### config.mk
export PLATFORM = sky130hd
export DESIGN_NAME = addsub_seq_arb_flat
export DESIGN_NICKNAME = d
export VERILOG_FILES = /design/src/rtl/addsub_seq_arb_if.sv /design/src/rtl/addsub_seq_arb.sv /design/src/flat_wrapper.sv
export SDC_FILE = /design/constraint.sdc
export NUM_CORES = 1
export LEC_CHECK = 0
export ABC_CLOCK_PERIOD_IN_PS = 4270
export CORE_UTILIZATION = 40
export DETAILED_ROUTE_END_ITERATION = 6
export GPL_TIMING_DRIVEN = 0
export HOLD_SLACK_MARGIN = 0.03
export PLACE_DENSITY = 0.7
export SLEW_MARGIN = 20
export SYNTH_ARGS = -nofsm -noshare
export SYNTH_HDL_FRONTEND = slang
export SYNTH_SLANG_ARGS = --single-unit
### constraint.sdc
create_clock -name clk -period 4.27 [get_ports clk]
set_input_delay 0.427 -clock clk [delete_from_list [all_inputs] [get_ports clk]]
set_output_delay 0.427 -clock clk [all_outputs]
set_load 0.005 [all_outputs]
### src/rtl/addsub_seq_arb_if.sv
// Handshake bundle for the shared serial add/subtract unit.
// Two requester channels in, one response channel out.
interface addsub_seq_arb_if #(
   parameter int NIBBLES = 4
);
   localparam int W = 4 * NIBBLES;

   logic         req0_valid;
   logic         req0_ready;
   logic [W-1:0] req0_a;
   logic [W-1:0] req0_b;
   logic         req0_sub;

   logic         req1_valid;
   logic         req1_ready;
   logic [W-1:0] req1_a;
   logic [W-1:0] req1_b;
   logic         req1_sub;

   logic         rsp_valid;
   logic         rsp_ready;
   logic         rsp_id;
   logic [W-1:0] rsp_r;
   logic         rsp_cb;
   logic         rsp_ovf;

   modport master (
      output req0_valid, req0_a, req0_b, req0_sub,
      input  req0_ready,
      output req1_valid, req1_a, req1_b, req1_sub,
      input  req1_ready,
      input  rsp_valid, rsp_id, rsp_r, rsp_cb, rsp_ovf,
      output rsp_ready
   );

   modport slave (
      input  req0_valid, req0_a, req0_b, req0_sub,
      output req0_ready,
      input  req1_valid, req1_a, req1_b, req1_sub,
      output req1_ready,
      output rsp_valid, rsp_id, rsp_r, rsp_cb, rsp_ovf,
      input  rsp_ready
   );
endinterface

### src/rtl/addsub_seq_arb.sv
// Two-requester round-robin front end for a 4-bit serial add/subtract.
// One nibble per cycle, LSB first, carry chained between nibbles.
module addsub_seq_arb #(
   parameter int NIBBLES = 4
) (
   input logic             clk,
   input logic             rst,
   addsub_seq_arb_if.slave bus
);
   localparam int W  = 4 * NIBBLES;
   localparam int IW = (NIBBLES > 1) ? $clog2(NIBBLES) : 1;
   localparam logic [IW-1:0] LAST = IW'(NIBBLES - 1);

   typedef enum logic [1:0] {
      S_IDLE,
      S_RUN,
      S_DONE
   } state_t;

   state_t       state_q, state_d;
   logic         ptr_q, ptr_d;
   logic [W-1:0] a_q, a_d;
   logic [W-1:0] b_q, b_d;
   logic         sub_q, sub_d;
   logic         id_q, id_d;
   logic         carry_q, carry_d;
   logic [IW-1:0] idx_q, idx_d;
   logic [W-1:0] r_q, r_d;
   logic         cb_q, cb_d;
   logic         ovf_q, ovf_d;

   logic         gnt0;
   logic         gnt1;
   logic [3:0]   a_nib;
   logic [3:0]   b_nib;
   logic [4:0]   sum5;
   logic         c3;

   // Grant: single valid wins, a tie goes to the pointer.
   always_comb begin
      gnt0 = 1'b0;
      gnt1 = 1'b0;
      if (state_q == S_IDLE) begin
         gnt0 = bus.req0_valid & (~bus.req1_valid | ~ptr_q);
         gnt1 = bus.req1_valid & (~bus.req0_valid |  ptr_q);
      end
   end

   assign bus.req0_ready = gnt0;
   assign bus.req1_ready = gnt1;

   // Nibble slice: B inverted for subtract, carry-in from the chain.
   always_comb begin
      a_nib = a_q[{idx_q, 2'b00} +: 4];
      b_nib = b_q[{idx_q, 2'b00} +: 4] ^ {4{sub_q}};
      sum5  = {1'b0, a_nib} + {1'b0, b_nib} + {4'b0000, carry_q};
      c3    = a_nib[3] ^ b_nib[3] ^ sum5[3];
   end

   // Sequencer: accept, step through nibbles, hold result until taken.
   always_comb begin
      state_d = state_q;
      ptr_d   = ptr_q;
      a_d     = a_q;
      b_d     = b_q;
      sub_d   = sub_q;
      id_d    = id_q;
      carry_d = carry_q;
      idx_d   = idx_q;
      r_d     = r_q;
      cb_d    = cb_q;
      ovf_d   = ovf_q;
      unique case (state_q)
         S_IDLE: begin
            if (gnt0 | gnt1) begin
               a_d     = gnt1 ? bus.req1_a   : bus.req0_a;
               b_d     = gnt1 ? bus.req1_b   : bus.req0_b;
               sub_d   = gnt1 ? bus.req1_sub : bus.req0_sub;
               carry_d = gnt1 ? bus.req1_sub : bus.req0_sub;
               id_d    = gnt1;
               ptr_d   = ~gnt1;
               idx_d   = '0;
               state_d = S_RUN;
            end
         end
         S_RUN: begin
            r_d[{idx_q, 2'b00} +: 4] = sum5[3:0];
            carry_d = sum5[4];
            idx_d   = idx_q + 1'b1;
            if (idx_q == LAST) begin
               cb_d    = sum5[4];
               ovf_d   = c3 ^ sum5[4];
               state_d = S_DONE;
            end
         end
         S_DONE: begin
            if (bus.rsp_ready) begin
               state_d = S_IDLE;
            end
         end
         default: begin
            state_d = S_IDLE;
         end
      endcase
   end

   // State and datapath registers, synchronous reset.
   always_ff @(posedge clk) begin
      if (rst) begin
         state_q <= S_IDLE;
         ptr_q   <= 1'b0;
         a_q     <= '0;
         b_q     <= '0;
         sub_q   <= 1'b0;
         id_q    <= 1'b0;
         carry_q <= 1'b0;
         idx_q   <= '0;
         r_q     <= '0;
         cb_q    <= 1'b0;
         ovf_q   <= 1'b0;
      end else begin
         state_q <= state_d;
         ptr_q   <= ptr_d;
         a_q     <= a_d;
         b_q     <= b_d;
         sub_q   <= sub_d;
         id_q    <= id_d;
         carry_q <= carry_d;
         idx_q   <= idx_d;
         r_q     <= r_d;
         cb_q    <= cb_d;
         ovf_q   <= ovf_d;
      end
   end

   assign bus.rsp_valid = (state_q == S_DONE);
   assign bus.rsp_id    = id_q;
   assign bus.rsp_r     = r_q;
   assign bus.rsp_cb    = cb_q;
   assign bus.rsp_ovf   = ovf_q;
endmodule

### src/flat_wrapper.sv
// flat-port wrapper written by rule: the top's interface ports become plain ports
module addsub_seq_arb_flat 
#(
   parameter int NIBBLES = 4
)
  (clk, rst, bus_req0_valid, bus_req0_a, bus_req0_b, bus_req0_sub, bus_req0_ready, bus_req1_valid, bus_req1_a, bus_req1_b, bus_req1_sub, bus_req1_ready, bus_rsp_valid, bus_rsp_id, bus_rsp_r, bus_rsp_cb, bus_rsp_ovf, bus_rsp_ready);
  addsub_seq_arb_if #(.NIBBLES(NIBBLES)) bus_i ();
  input logic clk;
  input logic rst;
  input wire logic [$bits(bus_i.req0_valid)-1:0] bus_req0_valid;
  input wire logic [$bits(bus_i.req0_a)-1:0] bus_req0_a;
  input wire logic [$bits(bus_i.req0_b)-1:0] bus_req0_b;
  input wire logic [$bits(bus_i.req0_sub)-1:0] bus_req0_sub;
  output wire logic [$bits(bus_i.req0_ready)-1:0] bus_req0_ready;
  input wire logic [$bits(bus_i.req1_valid)-1:0] bus_req1_valid;
  input wire logic [$bits(bus_i.req1_a)-1:0] bus_req1_a;
  input wire logic [$bits(bus_i.req1_b)-1:0] bus_req1_b;
  input wire logic [$bits(bus_i.req1_sub)-1:0] bus_req1_sub;
  output wire logic [$bits(bus_i.req1_ready)-1:0] bus_req1_ready;
  output wire logic [$bits(bus_i.rsp_valid)-1:0] bus_rsp_valid;
  output wire logic [$bits(bus_i.rsp_id)-1:0] bus_rsp_id;
  output wire logic [$bits(bus_i.rsp_r)-1:0] bus_rsp_r;
  output wire logic [$bits(bus_i.rsp_cb)-1:0] bus_rsp_cb;
  output wire logic [$bits(bus_i.rsp_ovf)-1:0] bus_rsp_ovf;
  input wire logic [$bits(bus_i.rsp_ready)-1:0] bus_rsp_ready;
  assign bus_i.req0_valid = bus_req0_valid;
  assign bus_i.req0_a = bus_req0_a;
  assign bus_i.req0_b = bus_req0_b;
  assign bus_i.req0_sub = bus_req0_sub;
  assign bus_req0_ready = bus_i.req0_ready;
  assign bus_i.req1_valid = bus_req1_valid;
  assign bus_i.req1_a = bus_req1_a;
  assign bus_i.req1_b = bus_req1_b;
  assign bus_i.req1_sub = bus_req1_sub;
  assign bus_req1_ready = bus_i.req1_ready;
  assign bus_rsp_valid = bus_i.rsp_valid;
  assign bus_rsp_id = bus_i.rsp_id;
  assign bus_rsp_r = bus_i.rsp_r;
  assign bus_rsp_cb = bus_i.rsp_cb;
  assign bus_rsp_ovf = bus_i.rsp_ovf;
  assign bus_i.rsp_ready = bus_rsp_ready;
  addsub_seq_arb #(.NIBBLES(NIBBLES)) u_core (.clk(clk), .rst(rst), .bus(bus_i));
endmodule
Yosys cells after proc, flatten, opt, wreduce, memory -nomap -nowiden. Cells that the tools add are included.

Bits in registers: 58. Bits in latches: 0. Memory bits (writable): 0. Memory bits (read-only): 0. Input bits: 71. Output and inout port bits: 22. Logic and storage cells: 58. Memories: 0.

Add/subtract/negate cells: 4. Multipliers: 0. Div/mod/pow operators: 0. Order comparisons: 0. Equality and inequality tests: 6. Shift operators: 4. Mux-type cells: 14. Bitwise logic cells: 13. Reduce and logical (&&, ||, !) cells: 6.

Operator list (number): 16-bit two-way mux (2); 16-bit by 5-bit indexed part select with 4-bit output (2); 16-bit bitwise mux (1); 4-bit by 6-bit variable shift with 16-bit output, first input constant (1); 4-bit by 6-bit indexed part select with 16-bit output (1); 2-bit two-way mux (4); 4-bit negation with 6-bit output (1); 2-bit one-hot mux with 3 select lines (1); 2-bit AND reduction (3); 4-bit by 4-bit adder with 5-bit output (1); 5-bit by 1-bit adder with 5-bit output (1); 2-bit == test, second input constant (2); 1-bit two-way mux (4); 2-bit by 1-bit != test with 1-bit output, second input constant (2); 1-bit inverter (4); 2-bit one-hot mux with 2 select lines (1); 4-bit XOR (1); 1-bit OR (3); 3-bit AND reduction (1); 1-bit XOR (3); 2-bit by 1-bit adder with 2-bit output, second input constant (1); 1-bit bitwise AND (2); 2-bit by 1-bit == test with 1-bit output, second input constant (1); 2-bit zero test (1); 3 further kinds (3).

Logic depth before layout (Yosys ltp).
Depth after elaboration: 7. Mapped depth: 10.

Least setup slack after synthesis. No wires, ideal clock.

Path type: register to register. Start point: reg u_core.idx_q[0]. End point: reg u_core.ovf_q (netlist: u_core.bus.rsp_ovf). Setup time: 91 ps. Arrival: 2706 ps. Required time: 4179 ps. Setup slack: 1473 ps. Cell stages (with the launch flop): 11. Buffers on the path: 1. Cells stage by stage: dfxtp_1 > clkbuf_8 > mux4_2 > xnor2_1 > fa_1 > fa_1 > nor2b_1 > o21ai_0 > nand2b_1 > xnor2_1 > a311oi_1.

Longest elaborated chain between the ends: 6.

RTL lines: start, declared (RTL line addsub_seq_arb.sv:27) `logic [IW-1:0] idx_q, idx_d;`; start signal, assigned (RTL line addsub_seq_arb.sv:129) `idx_q <= idx_d;`; 16-bit by 5-bit indexed part select with 4-bit output (RTL line addsub_seq_arb.sv:55) `b_nib = b_q[{idx_q, 2'b00} +: 4] ^ {4{sub_q}};`; 4-bit XOR (RTL line addsub_seq_arb.sv:55); 4-bit by 4-bit adder with 5-bit output (RTL line addsub_seq_arb.sv:56) `sum5 = {1'b0, a_nib} + {1'b0, b_nib} + {4'b0000, carry_q};`; 5-bit by 1-bit adder with 5-bit output (RTL line addsub_seq_arb.sv:56); 1-bit XOR (RTL line addsub_seq_arb.sv:57) `c3 = a_nib[3] ^ b_nib[3] ^ sum5[3];`; 1-bit XOR (RTL line addsub_seq_arb.sv:92) `ovf_d = c3 ^ sum5[4];`; end signal, assigned (RTL line addsub_seq_arb.sv:132) `ovf_q <= ovf_d;`; end, declared (RTL line addsub_seq_arb.sv:30) `logic ovf_q, ovf_d;`.

Parallel ways exist; a longest one is shown, timed or not. A chain may end at the register's enable or synchronous reset.

Worst setup path after layout. Same ends and word-level chain as after synthesis.

==> summary.md <==
• post-synth top area share: 38.5%
• number of nets in the layout: 498
• Die Area: 7880 um^2
• number of synthesis warnings: 0
• Peak VDD IR: 179 uV
• number of hold violations in the final report: 0
• net count of the mapped netlist: 396
• transition at the pin with the smallest max-transition slack: 0.773 ns
• weighted congestion reported at the end of routability-driven placement: 0.775
• detailed placement HPWL: 5920 um
• Max clock buf depth: 2
• clock edge transition at the registers on the reported setup and hold paths: 0.07 ns
• met2 usage: 35.5%
• num ports: 93
• number of maximum-capacitance violations: 0
• nature of the critical path endpoint: flip-flop
• pwr/cell area: 374 nW/um^2
• leakage component of the power: 1.61 nW
• initial cell density of the core: 41.5%
• HP Class: reg -> reg
• # rows: 31
• CTS Hold Bufs: 0
• via count of the routed design: 2697
• first-pass GRT wire length: 12700 um
• met3 layer usage reported by global route: 4.10%
• buffer cell driving the clock tree root: sky130_fd_sc_hd__clkbuf_8
• crit path launch type: flip-flop
• critical register-to-register path startpoint: u_core.idx_q[0]
• library cells used by synthesis: 34
• cells after synthesis: 314
• layout cell share with drive strength beyond 1: 14.5%
• GRT Util Overall: 21.4%
• Worst Setup Path Type: reg -> reg
• length in cells of the worst reg-to-reg path: 10
• Post CTS Setup Buffer Count: 0
• status: completed
• clock tree from TritonCTS: done
• deepest level of the CTS H-tree: 3
• number of iterations in the first detailed-routing pass: 4
• cell area after layout: 4300 um^2
• worst-path cell with the longest stage delay: sky130_fd_sc_hd__mux4_2
• cell chain of the critical path: clkbuf_8 -> mux4_2 -> xnor2_1 -> fa_1 -> fa_1 -> nor2b_1 -> o21ai_0 -> nand2b_1 -> xnor2_1 -> a311oi_1
• number of antenna violations at the first check in global routing: 0
• ratio of routed vias to standard cells: 5.19
• worst max-slew margin expressed relative to the limit: 48.5%
• aggregate negative setup slack: 0 ns
• Req. time, crit path: 4.51 ns
• crit path from: u_core.idx_q[0]
• Reg-to-Reg End: u_core.bus.rsp_ovf
• RSZ-0062 raised after global routing: no
• GRT Residual Overflow: 0
• peak clock frequency supported by timing: 310 MHz
• DRC violations left: 0
• Die Ht: 88.8 um
• drt first-iter violations: 163
• Tcrit/Tclk final: 75.6%
• leading post-synthesis cells by cell area: sky130_fd_sc_hd__dfxtp_1 (39%), sky130_fd_sc_hd__a311oi_2 (8.5%), sky130_fd_sc_hd__nand2_1 (7.5%), sky130_fd_sc_hd__nor2_1 (6.7%), sky130_fd_sc_hd__mux4_1 (5.2%)
• max-slew violation total from the final report: 0
• Synth Register Bits: 58
• Most Used Layer, Global Route: met2
• capture point of the critical path: u_core.bus.rsp_ovf
• routed len/inst: 15.1 um
• Clock Skews: 0.00686 ns
• number of setup violations in the final report: 0
• number of global-route vias before repair: 2608
• number of diodes added for antenna fixing: 0
• slowest cell delay on critical path: 0.55 ns
• syn_area_per_cell: 9.60 um^2
• standard cell area after detailed placement: 4050 um^2
• cell area after technology mapping: 3010 um^2
• top cell type by total area after synthesis: sky130_fd_sc_hd__dfxtp_1
• post-CTS sizing: 0
• antenna viol nets, final: 0
• Max Fanout on Critical Path: 10
• TritonCTS buffer count: 9
• maximum number of pins on one net before global-route repair: 11
• area grow syn2layout: 42.7%
• met1 demand-to-capacity share in global routing: 27.6%
• clock latency reported for the late side of the worst-skew pair: 0.34 ns
• reg-to-reg slack, setup: 1.04 ns
• clock net sink count: 58
• Detailed Route WL: 7880 um
• count of buffers from port buffering: 91
• core area: 7250 um^2
• sequential fraction of the synthesis area: 38.5%
• WP data arrival: 3.47 ns
• shortest clock period the worst path allows after layout: 3.23 ns
• x dimension of the die: 88.8 um
==> worst min-delay path by stage <==
stage / from / to / cells past startpoint
final: u_core.b_q[4] / u_core.b_q[4] / 2
after global routing: u_core.a_q[15] / u_core.a_q[15] / 2
after CTS: u_core.b_q[4] / u_core.b_q[4] / 2
after detailed placement: u_core.b_q[13] / u_core.b_q[13] / 2
after global placement: u_core.a_q[2] / u_core.a_q[2] / 2
after floorplan: u_core.b_q[5] / u_core.b_q[5] / 2
==> metal layers <==
metal / routed length, um / vias up
li1: - / 1333
met1: 3580 / 1269
met2: 3800 / 84
met3: 405 / 11
met4: 93 / 0
met5: 0 / -
==> placed cells by master (no fill, tap or decap), drive strengths merged, types with 3 or more instances in the layout <==
cell,n
clkdlybuf4s50,91
nand2,63
dfxtp,58
nor2,55
a311oi,27
clkbuf,19
a22oi,17
buf,12
inv,11
a21oi,9
ha,9
mux4,8
a222oi,6
nand2b,4
xor2,4
nor3,4
xnor2,3
nor4b,3
bufinv,3
==> stage by stage <==
step	power [mW]	setup WS (ns)	instances	utilization [%]	hold slack, ns
2_1_floorplan	0.836	1.47	314	-	0.454
3_3_place_gp	0.972	1.15	504	55.8	0.464
4_1_cts	1.61	1.08	520	59.3	0.483
6_report	1.61	1.04	520	59.3	0.484
5_1_grt	1.67	0.871	520	59.3	0.507
3_5_place_dp	0.981	1.09	504	55.8	0.474
==> sequential cells by signal, summed over array words and instances (netlist names) <==
register,flops
u_core.a_q,16
u_core.b_q,16
u_core.bus.rsp_r,16
u_core.idx_q,2
u_core.state_q,2
u_core.bus.rsp_cb,1
u_core.bus.rsp_id,1
u_core.bus.rsp_ovf,1
u_core.carry_q,1
u_core.ptr_q,1
u_core.sub_q,1
==> where the power goes <==
group,switching (mW),internal (mW),leakage (nW),total [mW]
registers,0.0234,0.582,0.476,0.605
clock network,0.219,0.417,0.129,0.636
logic,0.188,0.177,1.00,0.365
total,0.430,1.18,1.61,1.61
==> critical path: cells and delay by family, from the launching register on <==
family	cells	cell delay, ns
compound gates	2	0.35
xor+xnor	2	0.27
fa+ha+maj	2	0.85
buf+inv	1	0.29
flops	1	0.53
mux	1	0.55
simple gates	2	0.28
==> layout make-up <==
class	instances	area, um^2
flip-flops and latches	58	1160
clock inverters	5	100
clock buffers	11	151
inverters	11	46.3
plain buffers	20	125
multi-input cells	225	1680
repair buffers	91	911
fillers	651	2950
well taps	99	124
==> cells by family after synthesis <==
family	share of synthesized area, %
xor gates and xnor gates	2.03
DFF	38.5
muxes	7.10
AOI/OAI and AO/OA	19.7
buffers and inverters	5.69
adders and majority gates	5.07
and+or+nand+nor	21.9
==> synth_stat cells, drive strengths merged <==
library cell	count
nor2b	2
buf	12
a311oi	27
xor2	4
o21ai	2
nand2b	4
mux4	8
nand3	2
ha	9
clkbuf	8
or3	1
nor3	4
nor2	55
xnor2	3
nand2	63
nor4	1
o21a	1
a21oi	9
dfxtp	58
nor4b	3
inv	11
a22oi	17
fa	2
and2b	1
mux2	1
a222oi	6
(Power assumes the default switching activity.)
